`src/rtl/slice_pkg.sv`:
```
// Shared range helpers and FSM state type for the slice streamer.
// Range bounds may be given in either order; these return the normalised bounds.
package slice_pkg;

    function automatic int range_lo(input int l, input int r);
        return (l < r) ? l : r;
    endfunction

    function automatic int range_hi(input int l, input int r);
        return (l < r) ? r : l;
    endfunction

    function automatic int range_len(input int l, input int r);
        return range_hi(l, r) - range_lo(l, r) + 1;
    endfunction

    typedef enum logic {IDLE, BUSY} stream_state_t;

endpackage

```
`src/rtl/slice_select.sv`:
```
// Combinational window select: returns slice k of a [LEFT:RIGHT] word,
// walking up from LO with +: or down from HI with -:. Output MSB is the window's highest index.
module slice_select
    import slice_pkg::*;
#(
    parameter int LEFT      = 7,
    parameter int RIGHT     = 0,
    parameter int SLICE_LEN = 2,
    parameter int HI_FIRST  = 0,
    localparam int KW       = $clog2(range_len(LEFT, RIGHT) / SLICE_LEN) + 1
) (
    input  logic [LEFT:RIGHT]     word,
    input  logic [KW-1:0]         k,
    output logic [SLICE_LEN-1:0]  slice
);

    localparam int LO  = range_lo(LEFT, RIGHT);
    localparam int HI  = range_hi(LEFT, RIGHT);
    localparam int NUM = range_len(LEFT, RIGHT) / SLICE_LEN;

    logic [SLICE_LEN-1:0] cand [NUM];

    for (genvar g = 0; g < NUM; g++) begin : g_win
        logic [SLICE_LEN-1:0] raw;
        logic [SLICE_LEN-1:0] win;

        if (HI_FIRST != 0) begin : g_down
            assign raw = word[HI - g*SLICE_LEN -: SLICE_LEN];
        end else begin : g_up
            assign raw = word[LO + g*SLICE_LEN +: SLICE_LEN];
        end

        // On an ascending range a part-select puts the lowest index at the MSB; flip it.
        for (genvar j = 0; j < SLICE_LEN; j++) begin : g_bit
            if (LEFT < RIGHT) begin : g_flip
                assign win[j] = raw[SLICE_LEN-1-j];
            end else begin : g_keep
                assign win[j] = raw[j];
            end
        end

        assign cand[g] = win;
    end

    always_comb begin
        slice = '0;
        for (int g = 0; g < NUM; g++) begin
            if (k == KW'(g)) slice = cand[g];
        end
    end

endmodule

```
`src/rtl/slice_streamer.sv`:
```
// Captures one [LEFT:RIGHT] word and streams it as NUM slices over valid/ready.
// Optional macro SLICE_STREAMER_PARITY_EN adds out_parity (XOR of out_data).
module slice_streamer
    import slice_pkg::*;
#(
    parameter int LEFT      = 7,
    parameter int RIGHT     = 0,
    parameter int SLICE_LEN = 2,
    parameter int HI_FIRST  = 0,
    localparam int KW       = $clog2(range_len(LEFT, RIGHT) / SLICE_LEN) + 1
) (
    input  logic                  clk,
    input  logic                  rst_n,
    input  logic                  in_valid,
    output logic                  in_ready,
    input  logic [LEFT:RIGHT]     in_data,
    output logic                  out_valid,
    input  logic                  out_ready,
    output logic [SLICE_LEN-1:0]  out_data,
    output logic [KW-1:0]         out_index,
    output logic                  out_last
`ifdef SLICE_STREAMER_PARITY_EN
    ,
    output logic                  out_parity
`endif
);

    localparam int LEN = range_len(LEFT, RIGHT);
    localparam int NUM = LEN / SLICE_LEN;
    localparam logic [KW-1:0] K_LAST = KW'(NUM - 1);

    if (SLICE_LEN < 1 || (LEN % SLICE_LEN) != 0) begin : g_bad_slice_len
        $error("slice_streamer: SLICE_LEN must be >= 1 and divide the word length");
    end

    stream_state_t        state_q, state_d;
    logic [KW-1:0]        k_q, k_d;
    logic [LEFT:RIGHT]    data_q, data_d;
    logic                 busy_d;
    logic [SLICE_LEN-1:0] sel_slice;
    logic [SLICE_LEN-1:0] out_data_q, out_data_d;
    logic [KW-1:0]        out_index_q, out_index_d;
    logic                 out_last_q, out_last_d;

    always_comb begin
        state_d = state_q;
        k_d     = k_q;
        data_d  = data_q;
        case (state_q)
            IDLE: begin
                if (in_valid) begin
                    data_d  = in_data;
                    k_d     = '0;
                    state_d = BUSY;
                end
            end
            BUSY: begin
                if (out_ready) begin
                    if (k_q == K_LAST) begin
                        k_d     = '0;
                        state_d = IDLE;
                    end else begin
                        k_d = k_q + KW'(1);
                    end
                end
            end
            default: state_d = IDLE;
        endcase
    end

    // Outputs are registered from next-state values so they are glitch-free and hold while stalled.
    slice_select #(
        .LEFT      (LEFT),
        .RIGHT     (RIGHT),
        .SLICE_LEN (SLICE_LEN),
        .HI_FIRST  (HI_FIRST)
    ) u_select (
        .word  (data_d),
        .k     (k_d),
        .slice (sel_slice)
    );

    always_comb begin
        busy_d      = (state_d == BUSY);
        out_data_d  = busy_d ? sel_slice : '0;
        out_index_d = busy_d ? k_d : '0;
        out_last_d  = busy_d && (k_d == K_LAST);
    end

    always_ff @(posedge clk or negedge rst_n) begin
        if (!rst_n) begin
            state_q     <= IDLE;
            k_q         <= '0;
            out_data_q  <= '0;
            out_index_q <= '0;
            out_last_q  <= 1'b0;
        end else begin
            state_q     <= state_d;
            k_q         <= k_d;
            out_data_q  <= out_data_d;
            out_index_q <= out_index_d;
            out_last_q  <= out_last_d;
        end
    end

    always_ff @(posedge clk) begin
        data_q <= data_d;
    end

    assign in_ready  = (state_q == IDLE);
    assign out_valid = (state_q == BUSY);
    assign out_data  = out_data_q;
    assign out_index = out_index_q;
    assign out_last  = out_last_q;

`ifdef SLICE_STREAMER_PARITY_EN
    logic out_parity_q;

    always_ff @(posedge clk or negedge rst_n) begin
        if (!rst_n) begin
            out_parity_q <= 1'b0;
        end else begin
            out_parity_q <= ^out_data_d;
        end
    end

    assign out_parity = out_parity_q;
`endif

endmodule

```
`config.mk`:
```
export PLATFORM = sky130hd
export DESIGN_NAME = slice_streamer
export DESIGN_NICKNAME = d
export VERILOG_FILES = /design/src/rtl/slice_pkg.sv /design/src/rtl/slice_select.sv /design/src/rtl/slice_streamer.sv
export SDC_FILE = /design/constraint.sdc
export NUM_CORES = 1
export LEC_CHECK = 0
export CAP_MARGIN = 0
export CORE_ASPECT_RATIO = 1.75
export CORE_MARGIN = 2
export CORE_UTILIZATION = 28
export DETAILED_ROUTE_END_ITERATION = 10
export SYNTH_ARGS = -nofsm -noshare
export SYNTH_HDL_FRONTEND = slang
export SYNTH_SLANG_ARGS = --single-unit
```
`constraint.sdc`:
```
create_clock -name clk -period 3 [get_ports clk]
set_input_delay 0.6 -clock clk [delete_from_list [all_inputs] [get_ports clk]]
set_output_delay 0.6 -clock clk [all_outputs]
set_load 0.02 [all_outputs]
```
==> results by group <==
Run status
  • Outcome: complete, no violations

Critical path
  • Startpoint Class: input pin
  • Crit path max fanout: 6
  • RR Startpoint: k_q[0]
  • Setup slack, reg-to-reg: 1100 ps
  • Arrival time worst endpoint: 2280 ps
  • Setup crit end kind: register
  • WS Path Type: input pin to register
  • CP Data Required Time: 3150 ps
  • Reg2Reg Depth: 5
  • Worst r2r dst: out_data[1]

Timing
  • Hold Slack: 444 ps
  • Period utilisation layout: 70.8%
  • Min Tclk post-route: 2120 ps
  • Setup_tns: 0 ps
  • RSZ-0062 raised after global routing: no
  • Final Hold Vio Count: 0
  • Worst setup margin: 877 ps
  • Slew Viols, Final: 0
  • Peak Freq: 471 MHz
  • Slew HR: 70.6%
  • Clk_skew: 1.79 ps
  • # setup viols final: 0
  • Worst-Margin Slew: 440 ps

Yosys
  • Synth top area cells: dfrtp_1 (31%), dfxtp_1 (20%), nand2_1 (12%)
  • Syn avg cell area: 9.60 sq um
  • Yosys Warn Count: 0
  • Post-Synthesis Cells: 83
  • Leading area contributor after synthesis: dfrtp_1
  • Netlist cell types: 24
  • FF+latch count, synth: 18
  • Synth top area share: 31.4%
  • Seq/Total Area, Yosys: 51.5%
  • Syn_nets: 96
  • Post-Syn Area: 797 sq um

Global route
  • Global-route wire length before repair: 2730 um
  • Largest net degree at the start of global routing: 16
  • Initial antenna violation count: 0
  • GR Overflow Total: 0
  • Total Routing Usage GR: 11.2%
  • Vias in the first global route: 671

Finish
  • Area growth from synthesis to layout: 35.3%
  • Area of the multi-input gates: 359 sq um
  • ANT cells: 0
  • Filler instances: 272
  • Layout Nets: 120
  • Share of cells above drive strength 1: 15.1%
  • Final design utilization: 39.6%
  • Register Area: 410 sq um

Die
  • Die W: 44.3 um
  • Initial core utilization: 29.3%
  • Die area: 3310 sq um
  • CORE AREA: 2720 sq um
  • # IOs: 20
  • Die height: 74.6 um
  • FP Rows: 25

Clock network
  • Hold buffers post-CTS: 0
  • Root Driver: clkbuf_8
  • Post-CTS Resized: 0
  • Setup repair bufs after CTS: 0
  • H-tree Lvls: 1
  • CTS tree: done
  • Clock Latency Late Sink: 250 ps
  • TritonCTS buffer count: 3
  • Clk buf depth: 2
  • CTS clk-pin slew, worst paths: 70 ps
  • Sink Count: 18

Route
  • Drt drc: 0
  • Final WL: 1530 um
  • 1st-pass router iterations: 4
  • Wire per inst: 11.5 um
  • Initial DRC Count: 23
  • DR vias: 634
  • Via density per instance: 4.77
  • Post-DRT Antenna Nets: 0

Min path
  • Hold path depth: 2
  • Hold Path End: data_q[6]
  • Hold Crit Class: register to register
  • Startpoint of the worst hold path: data_q[6]

Placed design
  • Post-placement setup slack: 631 ps
  • Gp weighted congestion: 0.765
  • Port Buf Inserts: 19
  • Hpwl dp: 1180 um

Power
  • Pwr dens: 1050 nW/um^2
  • Leakage: 0.501 nW
  • Post-layout power: 0.00113 W
  • Peak supply drop: 0.000442 V

Flow run
  • Total of max-cap violations: 0
==> power by group <==
group	leakage (nW)	total [W]	internal, W	switching [W]
clock	0.0288	0.000194	0.000117	0.0000774
sequential	0.193	0.000402	0.000343	0.0000589
combinational	0.279	0.000539	0.000264	0.000275
==> state kept, by name, summed over array words and instances, names as in the netlist <==
name,cells
out_last,1
k_q,3
data_q,8
out_valid,1
out_index,3
out_data,2
==> worst max path at each step <==
stage          startpoint     endpoint  slack [ps]  cells past startpoint
4_1_cts         out_ready  out_data[1]         880                      5
3_3_place_gp    out_ready  out_data[1]         710                      6
3_5_place_dp    out_ready  out_data[1]         630                      5
5_1_grt         out_ready  out_data[1]         760                      5
6_report        out_ready  out_data[1]         880                      5
2_1_floorplan      k_q[0]  out_data[1]        1270                      5
==> layout make-up <==
type / instances / area share, %
tap: 27 / 3.13
clock buffer: 4 / 5.10
multi-input combinational: 58 / 33.3
sequential: 18 / 38.1
timing repair buffer: 20 / 18.3
inverter: 6 / 2.09
==> per-stage QoR <==
stage	std cells	cell area, sq um
final	133	1080
after global routing	133	1080
after CTS	133	1080
after detailed placement	129	1020
after global placement	129	1020
after floorplan	83	797
==> worst max-delay path, cell delays in order <==
cell and delay [ps]:
clkdlybuf4s50_1 560, mux2_1 340, a22oi_1 360, nand2_2 120
o32ai_2 290
==> cell usage in the layout, fill, tap and decap left out, drive strengths merged, types with 3 or more instances in the layout <==
cell type	instances
nor2b	3
dfrtp	10
nand2	27
clkbuf	4
clkdlybuf4s50	19
inv	6
dfxtp	8
mux2	3
nor2	9
==> cells in the mapped netlist (all sizes together) <==
cell / number
inv: 6
nor2b: 3
a311oi: 1
nor2: 9
dfxtp: 8
nand2: 27
ha: 1
dfrtp: 10
buf: 1
mux2: 3
a211oi: 1
or2: 2
mux2i: 2
nor3: 1
o32ai: 2
a2bb2oi: 1
nand2b: 2
a41o: 1
a22oi: 1
a21oi: 1
==> routing by layer <==
| layer | global-route usage (%) | vias to the layer above | share of wire [%] |
|---|---|---|---|
| li1 | - | 314 | - |
| met1 | 12.0 | 289 | 40 |
| met2 | 20.4 | 27 | 52 |
| met3 | 2.18 | 4 | 5.4 |
| met4 | 5.05 | 0 | 1.9 |
| met5 | 0 | - | 0 |
==> kinds of logic after synthesis <==
kind of cell	Yosys count	share of synthesized area [%]
buffers and inverters	7	3.45
flip-flops	18	51.5
AO/OA/AOI/OAI	8	12.7
multiplexers	5	6.75
adder cells (fa/ha/maj)	1	1.57
AND/OR/NAND/NOR	44	24.0
No activity file was read; power rests on OpenSTA's default activity.
